==> src/rtl/sort_pkg.sv <==
// Shared constants, types and helpers for the sort count-accumulation stage.
// Widths derive from the key range and the bank count.
package sort_pkg;

  localparam int SORT_FUC_MAX_NUM         = 256;
  localparam int SORT_FUC_BK_NUM          = 4;
  localparam int SORT_FUC_CNT_W           = 8;
  localparam int SORT_FUC_CNT_MEM_DEPTH   = SORT_FUC_MAX_NUM / SORT_FUC_BK_NUM;
  localparam int SORT_FUC_CNT_MEM_DEPTH_W = $clog2(SORT_FUC_CNT_MEM_DEPTH);
  localparam int SORT_FUC_BK_DEPTH_W      = $clog2(SORT_FUC_BK_NUM);
  localparam int SORT_FUC_WORD_W          = SORT_FUC_BK_NUM * SORT_FUC_CNT_W;

  typedef logic [SORT_FUC_CNT_W-1:0]           cnt_t;
  typedef logic [SORT_FUC_CNT_MEM_DEPTH_W-1:0] addr_t;
  typedef logic [SORT_FUC_BK_DEPTH_W-1:0]      bank_t;
  typedef logic [SORT_FUC_WORD_W-1:0]          word_t;

  typedef enum logic {
    ST_CLR = 1'b0,
    ST_RUN = 1'b1
  } cnt_state_e;

  function automatic logic cnt_is_sat(input cnt_t c);
    return c == '1;
  endfunction

  // Counters stick at all-ones instead of wrapping.
  function automatic cnt_t sat_inc(input cnt_t c);
    return cnt_is_sat(c) ? c : c + cnt_t'(1);
  endfunction

endpackage

==> src/rtl/sort_cnt_acc_if.sv <==
// Bundle of the count stage's request, clear, read and status signals.
// slave is the count stage itself; master is the surrounding logic.
interface sort_cnt_acc_if;
  import sort_pkg::*;

  logic  agu2cnt_vld_i;
  addr_t agu2cnt_addr_i;
  bank_t agu2cnt_bankid_i;
  logic  cnt_rdy_o;
  logic  cnt_clr_i;
  logic  cnt_clr_done_o;
  logic  cnt_rd_vld_i;
  addr_t cnt_rd_addr_i;
  logic  cnt_rd_vld_o;
  word_t cnt_rd_data_o;
  logic  cnt_ovf_o;

  modport slave (
    input  agu2cnt_vld_i, agu2cnt_addr_i, agu2cnt_bankid_i,
    input  cnt_clr_i, cnt_rd_vld_i, cnt_rd_addr_i,
    output cnt_rdy_o, cnt_clr_done_o, cnt_rd_vld_o, cnt_rd_data_o, cnt_ovf_o
  );

  modport master (
    output agu2cnt_vld_i, agu2cnt_addr_i, agu2cnt_bankid_i,
    output cnt_clr_i, cnt_rd_vld_i, cnt_rd_addr_i,
    input  cnt_rdy_o, cnt_clr_done_o, cnt_rd_vld_o, cnt_rd_data_o, cnt_ovf_o
  );

endinterface

==> src/rtl/sort_cnt_bank_mem.sv <==
// Banked counter array: one register array per bank, a shared write address
// with per-bank enables, and two asynchronous whole-entry read ports.
module sort_cnt_bank_mem
  import sort_pkg::*;
(
  input  logic                       clk_i,
  input  logic [SORT_FUC_BK_NUM-1:0] we_i,
  input  addr_t                      waddr_i,
  input  word_t                      wdata_i,
  input  addr_t                      ra_addr_i,
  output word_t                      ra_data_o,
  input  addr_t                      rb_addr_i,
  output word_t                      rb_data_o
);

  for (genvar b = 0; b < SORT_FUC_BK_NUM; b++) begin : g_bank
    cnt_t mem_q [SORT_FUC_CNT_MEM_DEPTH];

    // NOTE: the array has no reset; the controller's clear sweep zeroes it,
    // which keeps it mappable to plain storage without a reset tree.
    always_ff @(posedge clk_i) begin
      if (we_i[b]) begin
        mem_q[waddr_i] <= wdata_i[b*SORT_FUC_CNT_W +: SORT_FUC_CNT_W];
      end
    end

    assign ra_data_o[b*SORT_FUC_CNT_W +: SORT_FUC_CNT_W] = mem_q[ra_addr_i];
    assign rb_data_o[b*SORT_FUC_CNT_W +: SORT_FUC_CNT_W] = mem_q[rb_addr_i];
  end

endmodule

==> src/rtl/sort_cnt_acc.sv <==
// Count-accumulation stage: clear sequencer, 2-stage saturating increment
// pipeline over the banked counter array, and a registered word read port.
module sort_cnt_acc
  import sort_pkg::*;
(
  input  logic           clk_i,
  input  logic           rst_i,
  sort_cnt_acc_if.slave  bus
);

  cnt_state_e state_q, state_d;
  addr_t      clr_ptr_q, clr_ptr_d;
  logic       s1_vld_q, s1_vld_d;
  addr_t      s1_addr_q, s1_addr_d;
  bank_t      s1_bank_q, s1_bank_d;
  logic       rd_vld_q, rd_vld_d;
  word_t      rd_data_q, rd_data_d;
  logic       ovf_q, ovf_d;

  logic                       rdy, done, accept, s1_wr;
  logic [SORT_FUC_BK_NUM-1:0] mem_we;
  addr_t                      mem_waddr;
  word_t                      mem_wdata, s1_word, rd_word, rd_fwd;
  cnt_t                       s1_cnt, s1_next;

  sort_cnt_bank_mem u_mem (
    .clk_i     (clk_i),
    .we_i      (mem_we),
    .waddr_i   (mem_waddr),
    .wdata_i   (mem_wdata),
    .ra_addr_i (s1_addr_q),
    .ra_data_o (s1_word),
    .rb_addr_i (bus.cnt_rd_addr_i),
    .rb_data_o (rd_word)
  );

  // S1 write-back lands on the same edge that advances the next key into S1,
  // so the async read of a repeated key already sees the updated count.
  assign s1_cnt  = s1_word[s1_bank_q*SORT_FUC_CNT_W +: SORT_FUC_CNT_W];
  assign s1_next = sat_inc(s1_cnt);
  assign s1_wr   = s1_vld_q && !bus.cnt_clr_i;
  assign accept  = bus.agu2cnt_vld_i && rdy;

  // NOTE: every signal gets a default before the case statement so no path
  // leaves a value unassigned and no latch is inferred.
  always_comb begin
    state_d   = state_q;
    clr_ptr_d = clr_ptr_q;
    ovf_d     = ovf_q;
    rdy       = 1'b0;
    done      = 1'b0;
    mem_we    = '0;
    mem_waddr = s1_addr_q;
    mem_wdata = {SORT_FUC_BK_NUM{s1_next}};

    unique case (state_q)
      ST_CLR: begin
        mem_we    = '1;
        mem_waddr = clr_ptr_q;
        mem_wdata = '0;
        if (bus.cnt_clr_i) begin
          clr_ptr_d = '0;
        end else if (clr_ptr_q == addr_t'(SORT_FUC_CNT_MEM_DEPTH - 1)) begin
          state_d = ST_RUN;
          done    = 1'b1;
        end else begin
          clr_ptr_d = clr_ptr_q + addr_t'(1);
        end
      end
      ST_RUN: begin
        rdy = !bus.cnt_clr_i;
        if (s1_wr) begin
          mem_we[s1_bank_q] = 1'b1;
          if (cnt_is_sat(s1_cnt)) ovf_d = 1'b1;
        end
        if (bus.cnt_clr_i) begin
          state_d   = ST_CLR;
          clr_ptr_d = '0;
        end
      end
      default: state_d = ST_CLR;
    endcase

    if (bus.cnt_clr_i) ovf_d = 1'b0;
  end

  // Read result merges the S1 write retiring on the same edge as the request.
  always_comb begin
    rd_fwd = rd_word;
    if (s1_wr && (s1_addr_q == bus.cnt_rd_addr_i)) begin
      rd_fwd[s1_bank_q*SORT_FUC_CNT_W +: SORT_FUC_CNT_W] = s1_next;
    end

    rd_vld_d = bus.cnt_rd_vld_i;
    rd_data_d = rd_data_q;
    if (bus.cnt_rd_vld_i) begin
      rd_data_d = (state_q == ST_CLR) ? '0 : rd_fwd;
    end

    s1_vld_d  = accept;
    s1_addr_d = accept ? bus.agu2cnt_addr_i   : s1_addr_q;
    s1_bank_d = accept ? bus.agu2cnt_bankid_i : s1_bank_q;
  end

  // NOTE: sequential state uses non-blocking assignments only, so every
  // register samples its _d value from before the edge.
  always_ff @(posedge clk_i or posedge rst_i) begin
    if (rst_i) begin
      state_q   <= ST_CLR;
      clr_ptr_q <= '0;
      s1_vld_q  <= 1'b0;
      s1_addr_q <= '0;
      s1_bank_q <= '0;
      rd_vld_q  <= 1'b0;
      rd_data_q <= '0;
      ovf_q     <= 1'b0;
    end else begin
      state_q   <= state_d;
      clr_ptr_q <= clr_ptr_d;
      s1_vld_q  <= s1_vld_d;
      s1_addr_q <= s1_addr_d;
      s1_bank_q <= s1_bank_d;
      rd_vld_q  <= rd_vld_d;
      rd_data_q <= rd_data_d;
      ovf_q     <= ovf_d;
    end
  end

  assign bus.cnt_rdy_o      = rdy;
  assign bus.cnt_clr_done_o = done;
  assign bus.cnt_rd_vld_o   = rd_vld_q;
  assign bus.cnt_rd_data_o  = rd_data_q;
  assign bus.cnt_ovf_o      = ovf_q;

endmodule

==> src/flat_wrapper.sv <==
// flat-port wrapper written by rule: the top's interface ports become plain ports
module sort_cnt_acc_flat import sort_pkg::*;
  (clk_i, rst_i, bus_agu2cnt_vld_i, bus_agu2cnt_addr_i, bus_agu2cnt_bankid_i, bus_cnt_clr_i, bus_cnt_rd_vld_i, bus_cnt_rd_addr_i, bus_cnt_rdy_o, bus_cnt_clr_done_o, bus_cnt_rd_vld_o, bus_cnt_rd_data_o, bus_cnt_ovf_o);
  sort_cnt_acc_if bus_i ();
  input  logic clk_i;
  input  logic rst_i;
  input wire logic [$bits(bus_i.agu2cnt_vld_i)-1:0] bus_agu2cnt_vld_i;
  input wire logic [$bits(bus_i.agu2cnt_addr_i)-1:0] bus_agu2cnt_addr_i;
  input wire logic [$bits(bus_i.agu2cnt_bankid_i)-1:0] bus_agu2cnt_bankid_i;
  input wire logic [$bits(bus_i.cnt_clr_i)-1:0] bus_cnt_clr_i;
  input wire logic [$bits(bus_i.cnt_rd_vld_i)-1:0] bus_cnt_rd_vld_i;
  input wire logic [$bits(bus_i.cnt_rd_addr_i)-1:0] bus_cnt_rd_addr_i;
  output wire logic [$bits(bus_i.cnt_rdy_o)-1:0] bus_cnt_rdy_o;
  output wire logic [$bits(bus_i.cnt_clr_done_o)-1:0] bus_cnt_clr_done_o;
  output wire logic [$bits(bus_i.cnt_rd_vld_o)-1:0] bus_cnt_rd_vld_o;
  output wire logic [$bits(bus_i.cnt_rd_data_o)-1:0] bus_cnt_rd_data_o;
  output wire logic [$bits(bus_i.cnt_ovf_o)-1:0] bus_cnt_ovf_o;
  assign bus_i.agu2cnt_vld_i = bus_agu2cnt_vld_i;
  assign bus_i.agu2cnt_addr_i = bus_agu2cnt_addr_i;
  assign bus_i.agu2cnt_bankid_i = bus_agu2cnt_bankid_i;
  assign bus_i.cnt_clr_i = bus_cnt_clr_i;
  assign bus_i.cnt_rd_vld_i = bus_cnt_rd_vld_i;
  assign bus_i.cnt_rd_addr_i = bus_cnt_rd_addr_i;
  assign bus_cnt_rdy_o = bus_i.cnt_rdy_o;
  assign bus_cnt_clr_done_o = bus_i.cnt_clr_done_o;
  assign bus_cnt_rd_vld_o = bus_i.cnt_rd_vld_o;
  assign bus_cnt_rd_data_o = bus_i.cnt_rd_data_o;
  assign bus_cnt_ovf_o = bus_i.cnt_ovf_o;
  sort_cnt_acc u_core (.clk_i(clk_i), .rst_i(rst_i), .bus(bus_i));
endmodule
==> config.mk <==
export PLATFORM = sky130hd
export DESIGN_NAME = sort_cnt_acc_flat
export DESIGN_NICKNAME = d
export VERILOG_FILES = /design/src/rtl/sort_pkg.sv /design/src/rtl/sort_cnt_acc_if.sv /design/src/rtl/sort_cnt_bank_mem.sv /design/src/rtl/sort_cnt_acc.sv /design/src/flat_wrapper.sv
export SDC_FILE = /design/constraint.sdc
export NUM_CORES = 2
export LEC_CHECK = 0
export BUFFER_PORTS_ARGS = -buffer_cell sky130_fd_sc_hd__buf_2
export CAP_MARGIN = 10
export CORE_MARGIN = 2
export CORE_UTILIZATION = 60
export DETAILED_ROUTE_END_ITERATION = 8
export PLACE_DENSITY = 0.78
export SLEW_MARGIN = 20
export SYNTH_ARGS = -nofsm -noshare
export SYNTH_HDL_FRONTEND = slang
export SYNTH_SLANG_ARGS = --single-unit
export TNS_END_PERCENT = 20
==> constraint.sdc <==
create_clock -name clk_i -period 13.5 [get_ports clk_i]
set_clock_uncertainty 0.05 [all_clocks]
set_input_delay 2.7 -clock clk_i [delete_from_list [all_inputs] [get_ports clk_i]]
set_output_delay 2.7 -clock clk_i [all_outputs]
set_load 0.02 [all_outputs]
-- Word level (Yosys, flattened, before mapping)
Memory sizes are Yosys's and may differ from the RTL's.
Index checks and enable logic that the tools add are counted.
- flip-flop bits (word level): 50
- RAM bits: 2048
- input bits: 19
- output and inout port bits: 36
- word-level logic and storage cells: 68
- memories kept: 4
- add/sub/neg operators: 3
- order comparisons: 2
- equal/unequal tests: 5
- shifts and indexed selects: 3
- mux-type cells: 32
- bitwise gates (word level): 1
- reductions and logical operators: 10
- memory list (memory ; depth ; bits a word ; read ports ; clocked after memory_dff ; write ports ; RTL line ; source):
    u_core.u_mem.g_bank[0].mem_q ; 64 ; 8 ; 2 ; 0 ; 1 ; sort_cnt_bank_mem.sv:17 ; cnt_t mem_q [SORT_FUC_CNT_MEM_DEPTH];
    u_core.u_mem.g_bank[1].mem_q ; 64 ; 8 ; 2 ; 0 ; 1 ; sort_cnt_bank_mem.sv:17 ;
    u_core.u_mem.g_bank[2].mem_q ; 64 ; 8 ; 2 ; 0 ; 1 ; sort_cnt_bank_mem.sv:17 ;
    u_core.u_mem.g_bank[3].mem_q ; 64 ; 8 ; 2 ; 0 ; 1 ; sort_cnt_bank_mem.sv:17 ;
- operators by type and width (operator ; number):
    2-to-1 mux 32 bit ; 3
    negator 5 -> 34 bit ; 1
    variable shift 8 x 34 -> 32 bit, first input constant ; 1
    indexed part select 8 x 34 -> 32 bit ; 1
    bitwise mux 32 bit ; 1
    indexed part select 32 x 6 -> 8 bit ; 1
    2-to-1 mux 6 bit ; 4
    2-to-1 mux 1 bit ; 18
    case mux 6 bit (2 select lines) ; 1
    adder 8 x 1 -> 8 bit, second input constant ; 1
    == test 8 bit, second input constant ; 1
    2-to-1 mux 8 bit ; 1
    case mux 4 bit (2 select lines) ; 1
    adder 6 x 1 -> 6 bit, second input constant ; 1
    == test 6 bit ; 1
    == test 6 bit, second input constant ; 1
    nonzero test 2 bit ; 3
    logical AND 1 bit ; 4
    2-to-1 mux 4 bit ; 1
    less-than comparator 2 x 3 -> 1 bit, second input constant ; 1
    != test 3 bit, second input constant ; 1
    AND reduction 3 bit ; 1
    demux 1 bit (select 2 bit) ; 1
    greater-or-equal comparator 2 x 1 -> 1 bit, second input constant ; 1
    5 further kinds ; 5

-- Longest topological paths before layout
- depth in word-level cells: 8
- gate-level depth with buffers: 19
- depth with buffers taken out: 12

-- Cells and area by module
A second synthesis with hierarchy kept.
- cell total of the unflattened synthesis: 5229
- area, all modules: 98752.2 um^2
- by module, submodules not included (module ; instances ; cells an instance ; area each (um^2) ; sequential area each (um^2)):
    sort_cnt_bank_mem ; 1 ; 4937 ; 95769.4 ; 61499.0
    sort_cnt_acc ; 1 ; 292 ; 2982.9 ; 1251.2

-- Least setup slack after synthesis
Ideal clock, no wire load.
- kind: reg-to-reg
- start point: register u_core.s1_addr_q[0]
- end point: memory u_core.u_mem.g_bank[0].mem_q[0][6] (netlist bit), data pin
- arrival: 9113 ps
- required time: 12061 ps
- slack: 2948 ps
- cell stages (with the launch flop): 16
- path buffers: 4
- path through: dfrtp_1 -> buf_6 -> buf_12 -> buf_6 -> mux4_2 -> mux2_2 -> nand3_1 -> o311ai_0 -> a31o_2 -> a31oi_1 -> and2b_1 -> ha_1 -> buf_2 -> nand3_1 -> mux2_2 -> nor2_1
- word-level cells in the longest chain between the ends: 5
- elaborated cells between the ends (all ways): 9
- classes of those cells: add/sub (1); eq/ne (1); shift (1); mux (2); memory (4)
- RTL lines (what ; RTL line ; source):
    start, declared ; sort_cnt_acc.sv:14 ; addr_t s1_addr_q, s1_addr_d;
    start signal, assigned ; sort_cnt_acc.sv:121 ; s1_addr_q <= s1_addr_d;
    memory read (64 x 8 bit) ; - ;
    indexed part select 32 x 6 -> 8 bit (*) ; sort_cnt_acc.sv:39 ; assign s1_cnt = s1_word[s1_bank_q*SORT_FUC_CNT_W +: SORT_FUC_CNT_W];
    adder 8 x 1 -> 8 bit or == test 8 bit (tied branches) ; sort_pkg.sv:29, sort_pkg.sv:24 ;
    2-to-1 mux 8 bit (*) ; sort_pkg.sv:29 ; return cnt_is_sat(c) ? c : c + cnt_t'(1);
    2-to-1 mux 32 bit (*) ; sort_cnt_acc.sv:56 ; unique case (state_q)
    end, declared ; sort_cnt_bank_mem.sv:17 ;
Mark *: on every way between the ends. The rest lies on a longest branch, timed or not.

-- Worst setup path in the final report
- start point: register u_core.s1_addr_q[2]
- end point: memory u_core.u_mem.g_bank[2].mem_q[20][4] (netlist bit), data pin
- word-level cells in the longest chain between the ends: 5
- elaborated cells between the ends (all ways): 9
- classes of those cells: add/sub (1); eq/ne (1); shift (1); mux (2); memory (4)
- RTL lines (what ; RTL line):
    memory read (64 x 8 bit) ; -
    indexed part select 32 x 6 -> 8 bit (*) ; sort_cnt_acc.sv:39
    adder 8 x 1 -> 8 bit or == test 8 bit (tied branches) ; sort_pkg.sv:29, sort_pkg.sv:24
    2-to-1 mux 8 bit (*) ; sort_pkg.sv:29
    2-to-1 mux 32 bit (*) ; sort_cnt_acc.sv:56
    end, declared ; sort_cnt_bank_mem.sv:17
Marked as above.

==> results.tsv <==
metric	value	unit
synth_common_cells	2,048 x edfxtp_1, 1,086 x mux4_2, 329 x nor2_1	
die_h	410	um
vdd_drop_max	132	uV
leakage	0.0346	uW
area_delta_synth_final	9.53	%
cts_sinks	2098	
rows	148	
ant_nets	0	
clk_pin_slew_worst_paths	60	ps
yosysMostFrequentCell	edfxtp_1	
syn_area_per_cell	20.0	sq um
htree_levels	4	
maxCapViolCount	0	
regArea	0.0628	sq mm
worst_setup_path_end_kind	register	
dp_cells	6944	
synth_seq_area_share	63.6	%
grt_overflow	0	
dominantRegCellSynth	edfxtp_1	
post-route-util	66.3	%
max_freq	0.119	GHz
cpPeakStageDelay	900	ps
synth-seq-cells	2098	
synth.area.top_cells	edfxtp_1 62%, mux4_2 25%, mux2i_1 1.5%, dfrtp_1 1.3%, nor2_1 1.3%	
slew_violations	0	
cp_slowest_cell	o21ai_0	
cts_made_buffers	207	
grt_pass1_wl	431000	um
portBuffers	54	
tns	0	ps
rsz0062_at_grt	false	
num_io_pins	55	
die_area	0.168	sq mm
cts_root_buf	clkbuf_16	
place_ws	5500	ps
power.density	139	mW/mm^2
cts_tree	yes	
path_cells	buf_12 > buf_4 > buf_4 > mux4_2 > mux4_2 > o21ai_1 > o21ai_0 > o2111ai_1 > nor4_4 > nor4_1 > mux2_2 > nor2_4 > buf_4 > buf_4	
die_w	410	um
vias	58000	
finalCritPeriodShare	62.0	%
cts_setup_buffers	0	
crit_required	13990	ps
synth_nets	4967	
fin_ws	5120	ps
dpl.hpwl	191000	um
gp_congestion	0.989	
synth_cell_types	86	
cts_buffer_depth	3	
synth-async-reset-ratio	2.38	%
synth-edff-count	2048	
fin_crit	8380	ps
worst_pin_slew	1300	ps
drive_above_1_share	34.1	%
wl	306000	um
max-slew-margin-rel	13.0	%
synth_cells	4941	
postCtsHoldBufs	0	
grt_start_max_net_pins	225	
num-nets-final	5006	
drt_first_pass_iters	7	
wl_per_cell	41.7	um
critical_path.max_fanout	104	
synth_area_leader_cell	edfxtp_1	
yosys_warnings	0	
track_usage	36.8	%
core_area	0.163	sq mm
hold_class	reg2reg	
crit_path_start_kind	register	
syn_area	0.0987	sq mm
routed_via_density	7.91	
setup_viol	0	
fill_cells	10200	
drt-initial-drc-count	10400	
drc_errors	0	
antenna_found_initial	18	
path_common_cell	buf_4	
cp.arrival	8870	ps
post_cts_resize_count	0	
criticalPathCategory	reg2reg	
grt_pass1_vias	57100	
hold_violations	0	
netlist.area_leader.share	62.3	%
stdcell_count	7339	
start_util	60.5	%
clkLatencyLatePin	900	ps
outcome	completed	
multi_input_area	0.0338	sq mm
-- cell families (layout without fill, tap and decap cells) --
group / after synthesis / count (layout) / synth area share [%]
AOI/OAI and AO/OA: 436 / 436 / 3.07
xor gates and xnor gates: 11 / 11 / 0.0976
adders and majority gates: 7 / 7 / 0.0888
buffers and inverters: 391 / 610 / 2.40
DFF: 2098 / 2098 / 63.6
muxes: 1324 / 1324 / 27.7
other: 0 / 4 / 0
and+or+nand+nor: 674 / 674 / 3.04
-- worst max-delay path: cells and delay by family (launching register included) --
kind	cells	cell delay, ps
buffers and inverters	5	3570
AO/OA/AOI/OAI	3	1300
AND/OR/NAND/NOR	3	1230
multiplexers	3	1010
flip-flops	1	530
-- metrics by stage --
| stage | hold WS [ps] | area, sq um | power (uW) |
|---|---|---|---|
| after CTS | 450 | 108000 | 14900 |
| after global placement | 431 | 101000 | 9020 |
| after detailed placement | 438 | 101000 | 9040 |
| after floorplan | 439 | 98700 | 8470 |
| after global routing | 469 | 108000 | 15300 |
| final | 452 | 108000 | 15000 |
-- path summary, 6_finish.rpt --
path | to | depth (start not counted) | from | slack, ps
worst max register to register | u_core.u_mem.g_bank[2].mem_q[20][4]$_DFFE_PP_ | 14 | u_core.s1_addr_q[2]$_DFFE_PP0P_ | 5120
max in group asynchronous | u_core.s1_addr_q[0]$_DFFE_PP0P_ | 3 | rst_i | 10690
worst min-delay path | u_core.bus.cnt_rd_data_o[3]$_DFFE_PP0P_ | 2 | u_core.bus.cnt_rd_data_o[3]$_DFFE_PP0P_ | 450
min in group asynchronous | u_core.bus.cnt_rd_data_o[28]$_DFFE_PP0P_ | 3 | rst_i | 2010
worst max-delay path | u_core.u_mem.g_bank[2].mem_q[20][4]$_DFFE_PP_ | 14 | u_core.s1_addr_q[2]$_DFFE_PP0P_ | 5120
worst min register to register | u_core.bus.cnt_rd_data_o[3]$_DFFE_PP0P_ | 2 | u_core.bus.cnt_rd_data_o[3]$_DFFE_PP0P_ | 450
-- placed cells by master, fill, tap and decap left out, drive strengths merged, types with 7 or more instances in the layout --
cell type,n
inv,13
and2,8
clkinvlp,10
edfxtp,2048
a211oi,22
nor3,22
o22ai,38
or3,7
o21ai,70
nand4,19
o211ai,10
nor2b,24
nor2,331
nand3,35
a22o,17
nand2b,16
clkbuf,242
o221ai,21
nand2,168
mux2,68
mux4,1110
buf,210
mux2i,146
clkinv,106
a31oi,17
bufinv,29
nor4,14
dfrtp,50
ha,7
a21oi,60
a22oi,132
-- layout make-up --
type                            count  share of cell area (%)
Inverter                           11                  0.0382
Antenna cell                        4                 0.00926
Clock buffer                      242                    4.91
Timing Repair Buffer              210                    1.54
Multi-Input combinational cell   2452                    31.3
Clock inverter                    147                    1.65
Tap cell                         2175                    2.52
Sequential cell                  2098                    58.1
-- state kept, by name, summed over array words and instances, names as in the netlist --
register	cells
u_core.bus.cnt_ovf_o	1
u_core.bus.cnt_rd_data_o	32
u_core.bus.cnt_rd_vld_o	1
u_core.clr_ptr_q	6
u_core.s1_addr_q	6
u_core.s1_bank_q	2
u_core.s1_vld_q	1
u_core.state_q	1
u_core.u_mem.g_bank.mem_q	2048
-- report_power, final --
group          switching (uW)  internal, uW
Combinational            1140           721
Sequential               47.4          7080
Clock                    2610          3400
-- routing by layer --
layer	global-route usage [%]	up-vias	wire [um]	share of wire (%)
li1	-	21400	-	-
met1	48.2	29800	98400	32
met2	53.3	5595	136000	44
met3	14.8	1159	49900	16
met4	20.0	34	21300	6.9
met5	0	-	361	0.12
Power figures use the tool's default switching activity.
